$ cat src/rtl/mem_access_unit_if.sv
// mem_access_unit_if: request/response handshake and data_memory port bundle
// for the MIPS MEM-stage load/store unit.
//   req_*   : byte-addressed load/store request (valid/ready handshake)
//   resp_*  : one-cycle completion pulse with load data and error flag
//   dm_*    : word-addressed data_memory port (dm_rd is combinational)
// Modports:
//   master : requester plus memory side (drives req_* and dm_rd)
//   slave  : the load/store unit (drives req_ready, resp_*, dm_addr/wd/we)
interface mem_access_unit_if #(
    parameter int unsigned ADDR_W = 12
);
    logic              req_valid;
    logic              req_ready;
    logic              req_we;
    logic [1:0]        req_size;
    logic              req_unsigned;
    logic [31:0]       req_addr;
    logic [31:0]       req_wdata;

    logic              resp_valid;
    logic [31:0]       resp_rdata;
    logic              resp_err;

    logic [ADDR_W-1:0] dm_addr;
    logic [31:0]       dm_wd;
    logic              dm_we;
    logic [31:0]       dm_rd;

    modport master (
        output req_valid, req_we, req_size, req_unsigned, req_addr, req_wdata,
        output dm_rd,
        input  req_ready, resp_valid, resp_rdata, resp_err,
        input  dm_addr, dm_wd, dm_we
    );

    modport slave (
        input  req_valid, req_we, req_size, req_unsigned, req_addr, req_wdata,
        input  dm_rd,
        output req_ready, resp_valid, resp_rdata, resp_err,
        output dm_addr, dm_wd, dm_we
    );
endinterface

$ cat src/rtl/mem_access_unit.sv
// mem_access_unit: load/store front end between the MIPS MEM stage and a
// word-addressed data_memory. Byte/half/word loads return the addressed
// little-endian lane, sign- or zero-extended. Sub-word stores do a
// read-modify-write of the containing 32-bit word.
// Ports:
//   clk    : clock, all state changes on posedge
//   rst_n  : synchronous reset, active low
//   bus    : mem_access_unit_if.slave (req_*, resp_*, dm_*)
// Configuration macro: MAU_ALIGN_CHECK_EN
//   defined   : misaligned half/word requests complete with resp_err=1 and
//               never touch memory
//   undefined : no error state; offending low address bits are cleared and
//               the access proceeds as aligned; resp_err is always 0
module mem_access_unit #(
    parameter int unsigned ADDR_W = 12
) (
    input  logic             clk,
    input  logic             rst_n,
    mem_access_unit_if.slave bus
);
    localparam int unsigned DATA_W = 32;
    localparam int unsigned BA_W   = ADDR_W + 2;   // byte-address bits that matter

`ifdef MAU_ALIGN_CHECK_EN
    typedef enum logic [2:0] {
        S_IDLE   = 3'd0,
        S_ACCESS = 3'd1,
        S_READ   = 3'd2,
        S_WRITE  = 3'd3,
        S_ERR    = 3'd4
    } state_t;
`else
    typedef enum logic [2:0] {
        S_IDLE   = 3'd0,
        S_ACCESS = 3'd1,
        S_READ   = 3'd2,
        S_WRITE  = 3'd3
    } state_t;
`endif

    state_t            r_state;
    state_t            w_state_nxt;

    logic              r_we;
    logic [1:0]        r_size;
    logic              r_unsigned;
    logic [BA_W-1:0]   r_addr;
    logic [DATA_W-1:0] r_wdata;
    logic [DATA_W-1:0] r_merge;
    logic              r_resp_valid;
    logic [DATA_W-1:0] r_resp_rdata;

    logic              w_fire;
    logic              w_is_word;
    logic              w_is_half;
    logic              w_misaligned;
    logic [BA_W-1:0]   w_req_addr;
    logic [7:0]        w_byte;
    logic [15:0]       w_half;
    logic [DATA_W-1:0] w_load;
    logic [DATA_W-1:0] w_merge;
    logic              w_ready;
    logic              w_dm_we;
    logic [DATA_W-1:0] w_dm_wd;
    logic [ADDR_W-1:0] w_dm_addr;
    logic              w_unused_addr;

    // Address bits above the memory range are don't-care
    assign w_unused_addr = ^bus.req_addr[DATA_W-1:BA_W];

    // Incoming request classification; size 11 behaves as word
    assign w_is_word = bus.req_size[1];
    assign w_is_half = (bus.req_size == 2'b01);
    assign w_fire    = bus.req_valid & (r_state == S_IDLE);

`ifdef MAU_ALIGN_CHECK_EN
    assign w_misaligned = (w_is_half & bus.req_addr[0])
                        | (w_is_word & (bus.req_addr[1:0] != 2'b00));
    assign w_req_addr   = bus.req_addr[BA_W-1:0];
`else
    // Clear the offending low bits so the access runs as aligned
    assign w_misaligned = 1'b0;
    assign w_req_addr   = {bus.req_addr[BA_W-1:2],
                           bus.req_addr[1] & ~w_is_word,
                           bus.req_addr[0] & ~(w_is_word | w_is_half)};
`endif

    // Load lane select and extension from the latched request
    always_comb begin
        w_byte = bus.dm_rd[{r_addr[1:0], 3'b000} +: 8];
        w_half = bus.dm_rd[{r_addr[1], 4'b0000} +: 16];
        case (r_size)
            2'b00:   w_load = r_unsigned ? {24'd0, w_byte} : {{24{w_byte[7]}}, w_byte};
            2'b01:   w_load = r_unsigned ? {16'd0, w_half} : {{16{w_half[15]}}, w_half};
            default: w_load = bus.dm_rd;
        endcase
    end

    // RMW merge: current word with the addressed lane replaced by store data
    always_comb begin
        w_merge = bus.dm_rd;
        if (r_size == 2'b00) begin
            w_merge[{r_addr[1:0], 3'b000} +: 8] = r_wdata[7:0];
        end else begin
            w_merge[{r_addr[1], 4'b0000} +: 16] = r_wdata[15:0];
        end
    end

    // State register
    always_ff @(posedge clk) begin
        if (!rst_n) begin
            r_state <= S_IDLE;
        end else begin
            r_state <= w_state_nxt;
        end
    end

    // Next-state and memory-port outputs
    always_comb begin
        w_state_nxt = r_state;
        w_ready     = 1'b0;
        w_dm_we     = 1'b0;
        w_dm_wd     = r_wdata;
        w_dm_addr   = r_addr[BA_W-1:2];
        case (r_state)
            S_IDLE: begin
                w_ready   = 1'b1;
                w_dm_addr = bus.req_addr[BA_W-1:2];
                if (w_fire) begin
`ifdef MAU_ALIGN_CHECK_EN
                    if (w_misaligned) begin
                        w_state_nxt = S_ERR;
                    end else
`endif
                    if (bus.req_we && !w_is_word) begin
                        w_state_nxt = S_READ;
                    end else begin
                        w_state_nxt = S_ACCESS;
                    end
                end
            end
            S_ACCESS: begin
                w_dm_we     = r_we;
                w_state_nxt = S_IDLE;
            end
            S_READ: begin
                w_state_nxt = S_WRITE;
            end
            S_WRITE: begin
                w_dm_we     = 1'b1;
                w_dm_wd     = r_merge;
                w_state_nxt = S_IDLE;
            end
`ifdef MAU_ALIGN_CHECK_EN
            S_ERR: begin
                w_state_nxt = S_IDLE;
            end
`endif
            default: begin
                w_state_nxt = S_IDLE;
            end
        endcase
    end

    // Request latch, merge register and registered response
    always_ff @(posedge clk) begin
        if (!rst_n) begin
            r_we         <= 1'b0;
            r_size       <= 2'b00;
            r_unsigned   <= 1'b0;
            r_addr       <= '0;
            r_wdata      <= '0;
            r_merge      <= '0;
            r_resp_valid <= 1'b0;
            r_resp_rdata <= '0;
        end else begin
            r_resp_valid <= 1'b0;
            if (w_fire) begin
                r_we       <= bus.req_we;
                r_size     <= bus.req_size;
                r_unsigned <= bus.req_unsigned;
                r_addr     <= w_req_addr;
                r_wdata    <= bus.req_wdata;
            end
            case (r_state)
                S_ACCESS: begin
                    r_resp_valid <= 1'b1;
                    r_resp_rdata <= r_we ? '0 : w_load;
                end
                S_READ: begin
                    r_merge <= w_merge;
                end
                S_WRITE: begin
                    r_resp_valid <= 1'b1;
                    r_resp_rdata <= '0;
                end
`ifdef MAU_ALIGN_CHECK_EN
                S_ERR: begin
                    r_resp_valid <= 1'b1;
                    r_resp_rdata <= '0;
                end
`endif
                default: begin
                end
            endcase
        end
    end

`ifdef MAU_ALIGN_CHECK_EN
    logic r_resp_err;

    // Error flag accompanies the completion pulse of a misaligned request
    always_ff @(posedge clk) begin
        if (!rst_n) begin
            r_resp_err <= 1'b0;
        end else if (r_state == S_ERR) begin
            r_resp_err <= 1'b1;
        end else if ((r_state == S_ACCESS) || (r_state == S_WRITE)) begin
            r_resp_err <= 1'b0;
        end
    end

    assign bus.resp_err = r_resp_err;
`else
    assign bus.resp_err = 1'b0;
`endif

    // No write may land on a reset edge, even mid-RMW
    assign bus.dm_we      = w_dm_we & rst_n;
    assign bus.dm_wd      = w_dm_wd;
    assign bus.dm_addr    = w_dm_addr;
    assign bus.req_ready  = w_ready;
    assign bus.resp_valid = r_resp_valid;
    assign bus.resp_rdata = r_resp_rdata;

endmodule

$ cat src/flat_wrapper.sv
// flat-port wrapper written by rule: the top's interface ports become plain ports
module mem_access_unit_flat 
#(
    parameter int unsigned ADDR_W = 12
)
  (clk, rst_n, bus_req_valid, bus_req_we, bus_req_size, bus_req_unsigned, bus_req_addr, bus_req_wdata, bus_dm_rd, bus_req_ready, bus_resp_valid, bus_resp_rdata, bus_resp_err, bus_dm_addr, bus_dm_wd, bus_dm_we);
  mem_access_unit_if #(.ADDR_W(ADDR_W)) bus_i ();
  input  logic clk;
  input  logic rst_n;
  input wire logic [$bits(bus_i.req_valid)-1:0] bus_req_valid;
  input wire logic [$bits(bus_i.req_we)-1:0] bus_req_we;
  input wire logic [$bits(bus_i.req_size)-1:0] bus_req_size;
  input wire logic [$bits(bus_i.req_unsigned)-1:0] bus_req_unsigned;
  input wire logic [$bits(bus_i.req_addr)-1:0] bus_req_addr;
  input wire logic [$bits(bus_i.req_wdata)-1:0] bus_req_wdata;
  input wire logic [$bits(bus_i.dm_rd)-1:0] bus_dm_rd;
  output wire logic [$bits(bus_i.req_ready)-1:0] bus_req_ready;
  output wire logic [$bits(bus_i.resp_valid)-1:0] bus_resp_valid;
  output wire logic [$bits(bus_i.resp_rdata)-1:0] bus_resp_rdata;
  output wire logic [$bits(bus_i.resp_err)-1:0] bus_resp_err;
  output wire logic [$bits(bus_i.dm_addr)-1:0] bus_dm_addr;
  output wire logic [$bits(bus_i.dm_wd)-1:0] bus_dm_wd;
  output wire logic [$bits(bus_i.dm_we)-1:0] bus_dm_we;
  assign bus_i.req_valid = bus_req_valid;
  assign bus_i.req_we = bus_req_we;
  assign bus_i.req_size = bus_req_size;
  assign bus_i.req_unsigned = bus_req_unsigned;
  assign bus_i.req_addr = bus_req_addr;
  assign bus_i.req_wdata = bus_req_wdata;
  assign bus_i.dm_rd = bus_dm_rd;
  assign bus_req_ready = bus_i.req_ready;
  assign bus_resp_valid = bus_i.resp_valid;
  assign bus_resp_rdata = bus_i.resp_rdata;
  assign bus_resp_err = bus_i.resp_err;
  assign bus_dm_addr = bus_i.dm_addr;
  assign bus_dm_wd = bus_i.dm_wd;
  assign bus_dm_we = bus_i.dm_we;
  mem_access_unit #(.ADDR_W(ADDR_W)) u_core (.clk(clk), .rst_n(rst_n), .bus(bus_i));
endmodule
$ cat config.mk
export PLATFORM = sky130hd
export DESIGN_NAME = mem_access_unit_flat
export DESIGN_NICKNAME = d
export VERILOG_FILES = /design/src/rtl/mem_access_unit_if.sv /design/src/rtl/mem_access_unit.sv /design/src/flat_wrapper.sv
export SDC_FILE = /design/constraint.sdc
export NUM_CORES = 1
export LEC_CHECK = 0
export CORE_MARGIN = 5
export CORE_UTILIZATION = 42
export DETAILED_ROUTE_END_ITERATION = 6
export PLACE_DENSITY = 0.82
export SETUP_SLACK_MARGIN = 0.2
export SYNTH_ARGS = -nofsm -noshare
export SYNTH_HDL_FRONTEND = slang
export SYNTH_SLANG_ARGS = --single-unit
$ cat constraint.sdc
create_clock -name clk -period 2.1 [get_ports clk]
set_clock_uncertainty 0.2 [all_clocks]
set_input_delay 0.63 -clock clk [delete_from_list [all_inputs] [get_ports clk]]
set_output_delay 0.63 -clock clk [all_outputs]
set_load 0.005 [all_outputs]
# After elaboration in Yosys (flattened, before gate mapping)
# Cells that the tools add are included.
# word_totals
reg_bits	118
input_bits	103
out_inout_bits	80
elab_cells	52
# classes
add_sub_neg	2
n_eq_ne	6
n_shift	6
muxes	16
bitwise	7
reduce_logical	6
# ops
operator	count
32-bit 2-to-1 mux	5
32-bit one-hot mux with 2 select lines	2
32-bit bitwise mux	2
16-bit by 7-bit variable shift with 32-bit output (first input constant)	1
8-bit by 7-bit variable shift with 32-bit output (first input constant)	1
16-bit by 7-bit indexed part select with 32-bit output	1
32-bit by 6-bit indexed part select with 16-bit output	1
32-bit by 6-bit indexed part select with 8-bit output	1
8-bit by 7-bit indexed part select with 32-bit output	1
5-bit negation with 7-bit output	2
12-bit 2-to-1 mux	1
3-bit by 2-bit == test with 1-bit output (second input constant)	2
3-bit one-hot mux with 2 select lines	1
1-bit AND	4
2-bit by 1-bit == test with 1-bit output (second input constant)	2
3-bit by 1-bit == test with 1-bit output (second input constant)	1
3-bit zero test	1
3-bit 2-to-1 mux	1
2-bit zero test	1
1-bit 2-to-1 mux	2
2-bit 2-to-1 mux	1
2-bit by 1-bit inequality test with 1-bit output (second input constant)	1
1-bit NOT	2
1-bit one-hot mux with 2 select lines	1
5 further kinds	5

# Logic depth before layout (Yosys ltp)
# logic_depth
word_depth	5
ltp_mapped	8
depth_no_buf	6

# Worst setup path after synthesis
# Ideal clock, no wire load.
# synth_timing
path_type	flip-flop to flip-flop
start	reg u_core.r_addr[1]
end	reg u_core.r_merge[24]
setup_time_ns	0.086
arrival_time_ns	2.013
required_time_ns	1.814
path_slack_ns	-0.199
stages_incl_launch_ff	7
n_path_buf	1
synth_period_minus_slack_ns	2.299
path_cell_list	dfxtp_1 > buf_2 > inv_1 > ha_1 > nor4b_1 > a221oi_1 > a211oi_1
# synth_via
elab_chain_cells	4
# synth_rtl
item	line_no	source
from (decl)	mem_access_unit.sv:47	logic [BA_W-1:0] r_addr;
from (signal assigned)	mem_access_unit.sv:182	r_addr <= w_req_addr;
5-bit negation with 7-bit output (on tied branches)	mem_access_unit.sv:105, mem_access_unit.sv:103	
16-bit by 7-bit indexed part select with 32-bit output (tied with other cells)	mem_access_unit.sv:105	w_merge[{r_addr[1], 4'b0000} +: 16] = r_wdata[15:0];
32-bit bitwise mux (on tied branches)	mem_access_unit.sv:105, mem_access_unit.sv:103	
32-bit 2-to-1 mux *	mem_access_unit.sv:102	if (r_size == 2'b00) begin
to (signal assigned)	mem_access_unit.sv:191	r_merge <= w_merge;
to (decl)	mem_access_unit.sv:49	logic [DATA_W-1:0] r_merge;
# Every way passes the cells marked *; elsewhere a longest branch is shown, timed or not.
# A chain may end at the register's enable or synchronous reset.

# Worst setup path after layout
# layout_timing
start	reg u_core.r_state[0]
end	out bus_dm_addr[11]
# layout_via
elab_chain_cells	2
# layout_rtl
item	line_no	source
from (decl)	mem_access_unit.sv:41	state_t r_state;
from (signal assigned)	mem_access_unit.sv:114	r_state <= w_state_nxt;
3-bit zero test	mem_access_unit.sv:125	case (r_state)
12-bit 2-to-1 mux	mem_access_unit.sv:125	
to (decl)	flat_wrapper.sv:21	output wire logic [$bits(bus_i.dm_addr)-1:0] bus_dm_addr;
# Every way passes these cells.

==> metrics.cfg <==
[run_status]
status=complete, but fails checks
violations=setup timing

[clocking]
cts-htree-levels=4
clk-insertion-delay-late_ns=0.43
cts_root_buf=clkbuf_16
clkSinkCount=117
cts_hold_buf=0
cts.path.max_buffers=2
tritoncts=yes
cts_made_buffers=17
clk_pin_slew_ns=0.06

[sta]
setup_ws_ns=-0.4241
maxSlewHeadroom=0.5185
worst_slew_pin_slew_ns=0.7223
fin_crit_ns=2.524
slew_viol_final=0
hold_ws_ns=0.2539
finalHoldViolations=0
fin_crit_sh=1.202
max_freq_ghz=0.3962
setup_viol=152
rsz0062_at_grt=true

[critical_path]
r2r_start=u_core.r_state[1]
cp.arrival_ns=1.69
crit_family=buffers and inverters
crit_buf_inv=3
crit_path_end_kind=primary output
max_stage_delay_ns=0.34
start_kind=register
crit_start=u_core.r_state[0]
crit_path_cell_trace=buf_6, nor2_4, clkbuf_16, mux2_4, buf_6
critical_path_required_ns=1.27
path_class=register to primary output
cp_max_fo=7
timing.critical_path.mode_cell=buf_6
critPathSlowestCell=dfxtp_2

[power_and_ir_drop]
ir_worst_vdd_v=0.0004349
p_leak_nw=4.577
pwr-share-clk=0.430
switching_power_mw=2.099
swShare=0.2877
power_density_nw_per_um2=676.7
p_comb_frac=0.234
intPower_mw=5.198
seqPwrFrac=0.337

[placement]
dp.final_hpwl_um=13720
gp_congestion=0.8792
dp_cells=1002
io_buffers=163
placed_area_um2=8079

[detailed_routing]
via_per_inst=6.457
drc_errors=0
num_vias=7032
drtIter0Drc=985
ant_nets=0
drt-wirelength-per-cell_um=28.26
firstDrtPassIters=6
wirelength_um=30770

[synthesis]
synth_area_per_cell_um2=8.916
synth-edff-count=0
syn_area_um2=5733
synthDistinctLibCells=48
ys_warn_count=0
syn_nets=751
ys_seq_elements=117
synthCells=643
synthFlopType=dfxtp_1
ys_seq_area_frac=0.4086
async_flop_share=0

[finish]
layout_commonest_cell=dfxtp_1
fin_area_um2=10780
drive_above_1_share=0.4923
instances_no_fill=1089
area_growth_pct=88.08
area.sequential_um2=2364
multi_input_area_um2=4408
nets=1007
final_cell_mix=dfxtp_1, nand2_1, clkdlybuf4s50_1
fillers=673

[hold_path]
hp-start=u_core.bus.resp_rdata[5]
hp-class=register to register

[floorplan]
start_util=0.4312
die_area_um2=16090
rows=42
die_w_um=126.8
die_y_um=126.8
ios=183
core_um2=13300

[global_route]
grt_max_degree=59
grt_overflow_total=0
grt_pass1_wl_um=36560
antenna_found_initial=1
grt_use_total=0.2885
grt_pass1_vias=6490

[flow_run]
maxCapViolCount=0

[stage by stage]
step | setup slack [ns] | setup TNS [ns] | utilization | power, mW
detailed placement | -0.5657 | -25.57 | 0.6077 | 3.583
global route | -0.4371 | -40.97 | 0.8110 | 7.417
floorplan | -0.01627 | -0.1627 | - | 2.952
CTS | -0.3838 | -18.09 | 0.7363 | 6.812
global placement | -0.5176 | -23.01 | 0.6077 | 3.563
finish | -0.4241 | -37.33 | 0.8110 | 7.297
[per-layer routing]
metal / share of wire / GRT usage / vias up
li1: - / - / 2849
met1: 0.36 / 0.3519 / 3317
met2: 0.45 / 0.4623 / 630
met3: 0.11 / 0.07734 / 236
met4: 0.087 / 0.1584 / 0
met5: 0 / 0 / -
[cell type report]
| cell class | instances | share of cell area |
|---|---|---|
| well taps | 176 | 0.02042 |
| clock buffers | 23 | 0.04537 |
| repair buffers | 288 | 0.2892 |
| clock inverters | 9 | 0.01137 |
| multi-input cells | 460 | 0.4088 |
| flip-flops and latches | 117 | 0.2192 |
| diodes | 1 | 0.0002321 |
| inverters | 15 | 0.005454 |
[path summary, 6_finish.rpt]
check / end / slack, ns / depth (start not counted)
setup / recovery: bus_dm_addr[11] / -0.42 / 5
setup reg to reg: u_core.r_merge[25] / -0.34 / 13
hold reg to reg: u_core.bus.resp_rdata[5] / 0.25 / 2
hold / removal: u_core.bus.resp_rdata[5] / 0.25 / 2
[Yosys cell counts (2+ instances only)]
cell / number / share of area
nand2_1: 126 / 0.082
dfxtp_1: 117 / 0.41
mux2_2: 51 / 0.10
a21boi_0: 50 / 0.065
o21ai_0: 40 / 0.035
clkbuf_1: 38 / 0.025
nor2_1: 30 / 0.020
a221oi_1: 23 / 0.035
mux2i_1: 19 / 0.033
a211oi_1: 16 / 0.021
a22oi_1: 15 / 0.020
inv_1: 14 / 0.0092
nor2b_1: 13 / 0.014
a21oi_1: 11 / 0.0096
a221o_2: 10 / 0.020
buf_1: 8 / 0.0052
o31a_1: 8 / 0.012
a221o_1: 6 / 0.010
o221ai_1: 6 / 0.0092
ha_1: 5 / 0.011
buf_2: 3 / 0.0026
nand3_1: 3 / 0.0026
a22o_1: 2 / 0.0031
buf_4: 2 / 0.0026
nor3_1: 2 / 0.0017
o211ai_1: 2 / 0.0026
or3b_2: 2 / 0.0031
[timing repair]
item	4_1_cts	5_1_grt
setup endpoints to repair	128	161
buffers inserted	29	11
cloned	8	6
gates resized for setup	476	213
pin swaps	83	88
endpoints found under the hold margin	0	0
[flip-flops by register name, indices dropped and copies added, names as in the netlist]
signal,flops
u_core.bus.resp_rdata,32
u_core.r_merge,32
u_core.r_wdata,32
u_core.r_addr,14
u_core.r_size,2
u_core.r_state,2
u_core.bus.resp_valid,1
u_core.r_unsigned,1
u_core.r_we,1
[logic make-up (layout without fill, tap and decap cells)]
group	Yosys count	count (layout)	share of synthesized area
and+or+nand+nor	186	187	0.1368
DFF	117	117	0.4086
buffers and inverters	67	335	0.04714
AOI/OAI and AO/OA	197	197	0.2626
other	1	2	0.0006541
adders and majority gates	5	5	0.01091
muxes	70	70	0.1333
[worst reg2reg max path: stages, from the launching register on]
cell,delay (ns)
dfxtp_4,0.37
buf_6,0.11
buf_4,0.10
buf_6,0.08
buf_6,0.08
buf_6,0.10
buf_6,0.10
nor2b_4,0.18
buf_12,0.15
buf_6,0.11
buf_6,0.09
buf_12,0.16
o21ai_2,0.10
a211oi_4,0.38
[power groups by stage]
stage	clock (mW)	combinational [mW]	sequential (mW)
after floorplan	0	0.496	2.46
after global placement	0	1.10	2.47
after detailed placement	0	1.11	2.47
after CTS	3.05	1.33	2.43
after global routing	3.20	1.75	2.46
final	3.13	1.71	2.46
(Power assumes the default switching activity.)
